### config.mk
export PLATFORM = sky130hd
export DESIGN_NAME = multu_hilo_flat
export DESIGN_NICKNAME = d
export VERILOG_FILES = /design/src/rtl/multu_hilo_if.sv /design/src/rtl/multu_hilo.sv /design/src/flat_wrapper.sv
export SDC_FILE = /design/constraint.sdc
export NUM_CORES = 1
export LEC_CHECK = 0
export ABC_AREA = 1
export CORE_MARGIN = 2
export CORE_UTILIZATION = 53
export DETAILED_ROUTE_END_ITERATION = 12
export GPL_ROUTABILITY_DRIVEN = 0
export PLACE_DENSITY = 0.81
export SETUP_SLACK_MARGIN = 0.2
export SYNTH_ARGS = -nofsm -noshare
export SYNTH_HDL_FRONTEND = slang
export SYNTH_SLANG_ARGS = --single-unit
### constraint.sdc
create_clock -name clk -period 2.4 [get_ports clk]
set_input_delay 0.48 -clock clk [delete_from_list [all_inputs] [get_ports clk]]
set_output_delay 0.48 -clock clk [all_outputs]
set_load 0.01 [all_outputs]
### src/rtl/multu_hilo_if.sv
// ---------------------------------------------------------------------------
// multu_hilo_if
// Bundle between ALU control / the result MUX and the Hi/Lo multiplier.
//   signal  : 6-bit function/select code from ALU control
//   dataA   : multiplicand (rs)
//   dataB   : multiplier (rt)
//   busy    : multiplier is iterating
//   done    : product valid, waiting for (or after) a Hi/Lo write
//   hi, lo  : architectural Hi/Lo registers
//   result  : Hi or Lo for MFHI/MFLO, otherwise zero
// master = ALU control / EX stage side, slave = the multiplier.
// ---------------------------------------------------------------------------
interface multu_hilo_if #(
  parameter int WIDTH = 32
);
  logic [5:0]       signal;
  logic [WIDTH-1:0] dataA;
  logic [WIDTH-1:0] dataB;
  logic             busy;
  logic             done;
  logic [WIDTH-1:0] hi;
  logic [WIDTH-1:0] lo;
  logic [WIDTH-1:0] result;

  modport master (
    output signal, dataA, dataB,
    input  busy, done, hi, lo, result
  );

  modport slave (
    input  signal, dataA, dataB,
    output busy, done, hi, lo, result
  );
endinterface

### src/rtl/multu_hilo.sv
// ---------------------------------------------------------------------------
// multu_hilo
// Sequential unsigned shift-add multiplier feeding the Hi/Lo register pair.
// A MULTU code starts a WIDTH-cycle multiply, the HiLo-write code commits
// the finished product into Hi/Lo, and MFHI/MFLO select Hi or Lo onto the
// combinational result output.
//   clk  : system clock, all state on the rising edge
//   rst  : synchronous, active-high reset
//   bus  : multu_hilo_if slave (signal, dataA, dataB in;
//          busy, done, hi, lo, result out)
// ---------------------------------------------------------------------------
module multu_hilo #(
  parameter int         WIDTH      = 32,
  parameter logic [5:0] OP_MULTU   = 6'b011001,
  parameter logic [5:0] OP_HILO_WR = 6'b111111,
  parameter logic [5:0] OP_MFHI    = 6'b010000,
  parameter logic [5:0] OP_MFLO    = 6'b010010
) (
  input logic         clk,
  input logic         rst,
  multu_hilo_if.slave bus
);

  localparam int            CW        = $clog2(WIDTH) + 1;
  localparam logic [CW-1:0] LAST_ITER = CW'(WIDTH - 1);

  typedef enum logic [1:0] {
    IDLE,
    RUN,
    DONE
  } state_e;

  state_e               state_q;
  logic [WIDTH-1:0]     mcand_q;
  logic [2*WIDTH-1:0]   product_q;
  logic [CW-1:0]        count_q;
  logic [WIDTH-1:0]     hi_q;
  logic [WIDTH-1:0]     lo_q;
  logic                 busy_q;
  logic                 done_q;
  logic [WIDTH:0]       sum_d;
  logic                 keepGoing;

  // Upper half of the partial product plus the multiplicand when the current
  // multiplier bit (product LSB) is set. One extra bit keeps the carry so it
  // can be shifted into the product MSB.
  always_comb begin
    sum_d = {1'b0, product_q[2*WIDTH-1:WIDTH]};
    if (product_q[0]) begin
      sum_d = sum_d + {1'b0, mcand_q};
    end
  end

  // MULTU and HiLo-write are the only codes that keep a multiply alive;
  // anything else aborts a running multiply or leaves DONE.
  assign keepGoing = (bus.signal == OP_MULTU) || (bus.signal == OP_HILO_WR);

  // Control FSM and datapath. busy/done are registered alongside the state
  // so they are glitch-free. A held MULTU in DONE must not restart, which is
  // why a new multiply is only accepted from IDLE. Hi/Lo are written only
  // from DONE, so an early HiLo write while iterating is silently dropped.
  always_ff @(posedge clk) begin
    if (rst) begin
      state_q   <= IDLE;
      mcand_q   <= '0;
      product_q <= '0;
      count_q   <= '0;
      hi_q      <= '0;
      lo_q      <= '0;
      busy_q    <= 1'b0;
      done_q    <= 1'b0;
    end else begin
      case (state_q)
        IDLE: begin
          if (bus.signal == OP_MULTU) begin
            mcand_q   <= bus.dataA;
            product_q <= {{WIDTH{1'b0}}, bus.dataB};
            count_q   <= '0;
            state_q   <= RUN;
            busy_q    <= 1'b1;
            done_q    <= 1'b0;
          end
        end
        RUN: begin
          if (keepGoing) begin
            product_q <= {sum_d, product_q[WIDTH-1:1]};
            count_q   <= count_q + CW'(1);
            if (count_q == LAST_ITER) begin
              state_q <= DONE;
              busy_q  <= 1'b0;
              done_q  <= 1'b1;
            end
          end else begin
            state_q <= IDLE;
            busy_q  <= 1'b0;
            done_q  <= 1'b0;
          end
        end
        DONE: begin
          if (bus.signal == OP_HILO_WR) begin
            hi_q <= product_q[2*WIDTH-1:WIDTH];
            lo_q <= product_q[WIDTH-1:0];
          end
          if (!keepGoing) begin
            state_q <= IDLE;
            done_q  <= 1'b0;
          end
        end
        default: begin
          state_q <= IDLE;
          busy_q  <= 1'b0;
          done_q  <= 1'b0;
        end
      endcase
    end
  end

  // Result MUX leg: no added latency, so an MFHI/MFLO sees Hi/Lo as they
  // stand before any write on the same edge.
  always_comb begin
    bus.result = '0;
    if (bus.signal == OP_MFHI) begin
      bus.result = hi_q;
    end else if (bus.signal == OP_MFLO) begin
      bus.result = lo_q;
    end
  end

  assign bus.busy = busy_q;
  assign bus.done = done_q;
  assign bus.hi   = hi_q;
  assign bus.lo   = lo_q;

endmodule

### src/flat_wrapper.sv
// flat-port wrapper written by rule: the top's interface ports become plain ports
module multu_hilo_flat 
#(
  parameter int         WIDTH      = 32,
  parameter logic [5:0] OP_MULTU   = 6'b011001,
  parameter logic [5:0] OP_HILO_WR = 6'b111111,
  parameter logic [5:0] OP_MFHI    = 6'b010000,
  parameter logic [5:0] OP_MFLO    = 6'b010010
)
  (clk, rst, bus_signal, bus_dataA, bus_dataB, bus_busy, bus_done, bus_hi, bus_lo, bus_result);
  multu_hilo_if #(.WIDTH(WIDTH)) bus_i ();
  input logic clk;
  input logic rst;
  input wire logic [$bits(bus_i.signal)-1:0] bus_signal;
  input wire logic [$bits(bus_i.dataA)-1:0] bus_dataA;
  input wire logic [$bits(bus_i.dataB)-1:0] bus_dataB;
  output wire logic [$bits(bus_i.busy)-1:0] bus_busy;
  output wire logic [$bits(bus_i.done)-1:0] bus_done;
  output wire logic [$bits(bus_i.hi)-1:0] bus_hi;
  output wire logic [$bits(bus_i.lo)-1:0] bus_lo;
  output wire logic [$bits(bus_i.result)-1:0] bus_result;
  assign bus_i.signal = bus_signal;
  assign bus_i.dataA = bus_dataA;
  assign bus_i.dataB = bus_dataB;
  assign bus_busy = bus_i.busy;
  assign bus_done = bus_i.done;
  assign bus_hi = bus_i.hi;
  assign bus_lo = bus_i.lo;
  assign bus_result = bus_i.result;
  multu_hilo #(.WIDTH(WIDTH), .OP_MULTU(OP_MULTU), .OP_HILO_WR(OP_HILO_WR), .OP_MFHI(OP_MFHI), .OP_MFLO(OP_MFLO)) u_core (.clk(clk), .rst(rst), .bus(bus_i));
endmodule
==> metrics.md <==
| Metric | Value |
|---|---|
| First-pass GRT wire length | 42.5 mm |
| CTS tree | built |
| HP Class | reg -> reg |
| Worst-Skew Late Latency | 430 ps |
| Synth top area share | 0.370 |
| Worst path arrival time | 1720 ps |
| Worst slew margin | 0.591 |
| Pin count of the biggest net entering global routing | 53 |
| Most frequent cells in the layout | nand2_1, inv_1, dfxtp_1 |
| Yosys warns | 0 |
| Area Overhead vs Synth | 30.4% |
| Fin area | 12000 sq um |
| Vias in the first global route | 8590 |
| Final wirelength | 27.3 mm |
| Synth Instances | 1414 |
| Startpoint types | primary input |
| Nets@finish | 1675 |
| Starting DRC count in detailed routing | 872 |
| # DRC | 0 |
| WL per Instance | 15.1 microns |
| Initial antenna violation count | 0 |
| Setup_tns | 0 ps |
| Clock sink count | 170 |
| CTS root buf | clkbuf_16 |
| FFs w/ async S/R, synth | 0 |
| RSZ-0062 raised after global routing | true |
| Pre-Repair DR Iteration Count | 5 |
| Mapped cell area | 9200 sq um |
| Worst hold slack | 464 ps |
| Final setup fails | 0 |
| Cell taking the most area after synthesis | dfxtp_1 |
| Critical path capture point type | output port |
| Fin. max-slew vios | 0 |
| N_diodes | 0 |
| Syn Area/Cell | 6.51 sq um |
| Min Tclk post-route | 2200 ps |
| Primary FF master, synth | dfxtp_1 |
| Layout cells sized above 1 | 0.101 |
| PD cells | 498 nW/um^2 |
| Critical path class | in -> out |
| Initial Util | 0.538 |
| Final Hold Vio Count | 0 |
| Area taken by multi-input logic gates | 4970 sq um |
| # Max-Cap Violations | 0 |
| Antenna Violating Nets Remaining | 0 |
| Register area share after synthesis | 0.370 |
| Critical-path cell list | dlygate4sd2_1, nor2_2, nand3_2, bufbuf_16, o22ai_1, buf_2 |
| DP Area | 11200 sq um |
| I/O Pins | 170 |
| Chip Width | 136 microns |
| Post-synth EDFFs | 0 |
| Skew final | 7.09 ps |
| Worst Path Buf+Inv | 3 |
| Worst-Margin Slew | 613 ps |
| CTS Buf Count | 17 |
| Worst path slowest cell | bufbuf_16 |
| Most area-consuming cells after synthesis | dfxtp_1, nand2_1, inv_1 |
| Leak Pwr | 5.20 nW |
| Max Freq | 0.455 GHz |
| Gr ovfl total | 0 |
| Biggest fanout along the worst timing path | 5 |
| Hold-fix buffers, CTS | 0 |
| Dpl hpwl | 19.2 mm |
| Die height | 136 microns |
| # placed instances | 1767 |
| Global-route usage over all layers | 0.290 |
| Worst vdd rail ir drop | 0.505 mV |
| DIE AREA | 18400 sq um |
| Largest stage delay, worst path | 330 ps |
| Crit-path leading delay family | buffers and inverters |
| Final worst path period share | 0.915 |
| Count of buffers from port buffering | 169 |
| Leading cell type in the layout, fill and taps excluded | nand2_1 |
| Drt via density | 5.39 |
| Status | complete, no violations |
| Yosys reg bits | 170 |
| Syn nets | 1520 |
| Sequential cell area | 3410 sq um |
| Bufs on Longest Clock Path | 2 |
| Rows | 48 |
| Critical Path RT | 1920 ps |
| Clock Pin Slew Worst Setup and Hold Paths | 60 ps |
| Core Footprint | 17100 sq um |
| Fill count | 1455 |
| Post-synth cell types | 38 |
| Vias | 9735 |
| Final non-filler cell total | 1807 |
| Power Total | 5.97 mW |
| H-tree Lvls | 4 |
[kinds of logic (layout without fill, tap and decap cells)]
| kind of cell | count (synthesis) | in the layout | synth area share |
|---|---|---|---|
| buffers and inverters | 264 | 432 | 0.110 |
| DFF | 170 | 170 | 0.370 |
| AOI/OAI and AO/OA | 341 | 341 | 0.199 |
| adders and majority gates | 34 | 34 | 0.0471 |
| xor gates and xnor gates | 15 | 15 | 0.0143 |
| and+or+nand+nor | 590 | 590 | 0.260 |
[worst paths after layout]
kind                              from                   end  slack (ps)  cells after the start
setup reg to reg  u_core.product_q[32]  u_core.product_q[59]         360                     12
hold reg to reg        u_core.bus.busy       u_core.bus.busy         460                      2
hold / removal         u_core.bus.busy       u_core.bus.busy         460                      2
setup / recovery         bus_signal[2]         bus_result[2]         200                      6
[power by group]
part / switching [mW] / internal, mW / total, mW
Clock: 1.23 / 1.59 / 2.82
Sequential: 0.0111 / 2.83 / 2.85
Combinational: 0.143 / 0.163 / 0.307
[cell usage after synthesis, types with 2 or more instances]
| cell type | number |
|---|---|
| a21oi_1 | 125 |
| a31oi_1 | 32 |
| buf_2 | 9 |
| clkbuf_1 | 57 |
| dfxtp_1 | 170 |
| ha_1 | 33 |
| inv_1 | 189 |
| inv_2 | 6 |
| nand2_1 | 361 |
| nand2_4 | 2 |
| nand3_1 | 55 |
| nand3b_1 | 4 |
| nand4_1 | 2 |
| nand4_2 | 2 |
| nor2_1 | 146 |
| nor3_1 | 6 |
| o211ai_1 | 8 |
| o21a_1 | 4 |
| o21ai_0 | 135 |
| o21bai_1 | 3 |
| o22ai_1 | 32 |
| or2_2 | 4 |
| xnor2_1 | 8 |
| xor2_1 | 7 |
[per-layer routing]
metal | vias up | global-route usage | wire (microns)
met3 | 56 | 0.0464 | 1830
met4 | 0 | 0.0978 | 708
met2 | 365 | 0.479 | 12600
met1 | 4425 | 0.386 | 12100
li1 | 4889 | - | -
met5 | - | 0 | 0
[cell type report]
| cell class | count | area share |
|---|---|---|
| Clock buffer | 18 | 0.0366 |
| Clock inverter | 14 | 0.0135 |
| Inverter | 195 | 0.0612 |
| Multi-Input combinational cell | 980 | 0.414 |
| Sequential cell | 170 | 0.284 |
| Tap cell | 225 | 0.0235 |
| Timing Repair Buffer | 205 | 0.167 |
[through the flow]
step	util	setup WS, ps
2_1_floorplan	-	512
3_3_place_gp	0.655	-381
3_5_place_dp	0.655	-411
4_1_cts	0.692	88.7
5_1_grt	0.701	175
6_report	0.701	204
[what timing repair did]
action / in CTS / in global routing
resized for setup: 141 / 51
cloned: 4 / 1
pin swaps: 3 / 2
endpoints found under the hold margin: 0 / 0
buffers inserted: 3 / 0
endpoints found under the setup margin: 35 / 40
[flip-flops by register name (all words and copies together), names as in the netlist]
signal and count:
u_core.product_q 64, u_core.bus.hi 32, u_core.bus.lo 32, u_core.mcand_q 32
u_core.count_q 6, u_core.state_q 2, u_core.bus.busy 1, u_core.bus.done 1
[worst reg2reg max path, delay by kind of cell, from the launching register on]
kind | cells | cell delay, ps
fa+ha+maj | 2 | 620
simple gates | 9 | 900
compound gates | 1 | 50
flops | 1 | 350
Note: power is estimated with default switching activity, not from simulation.
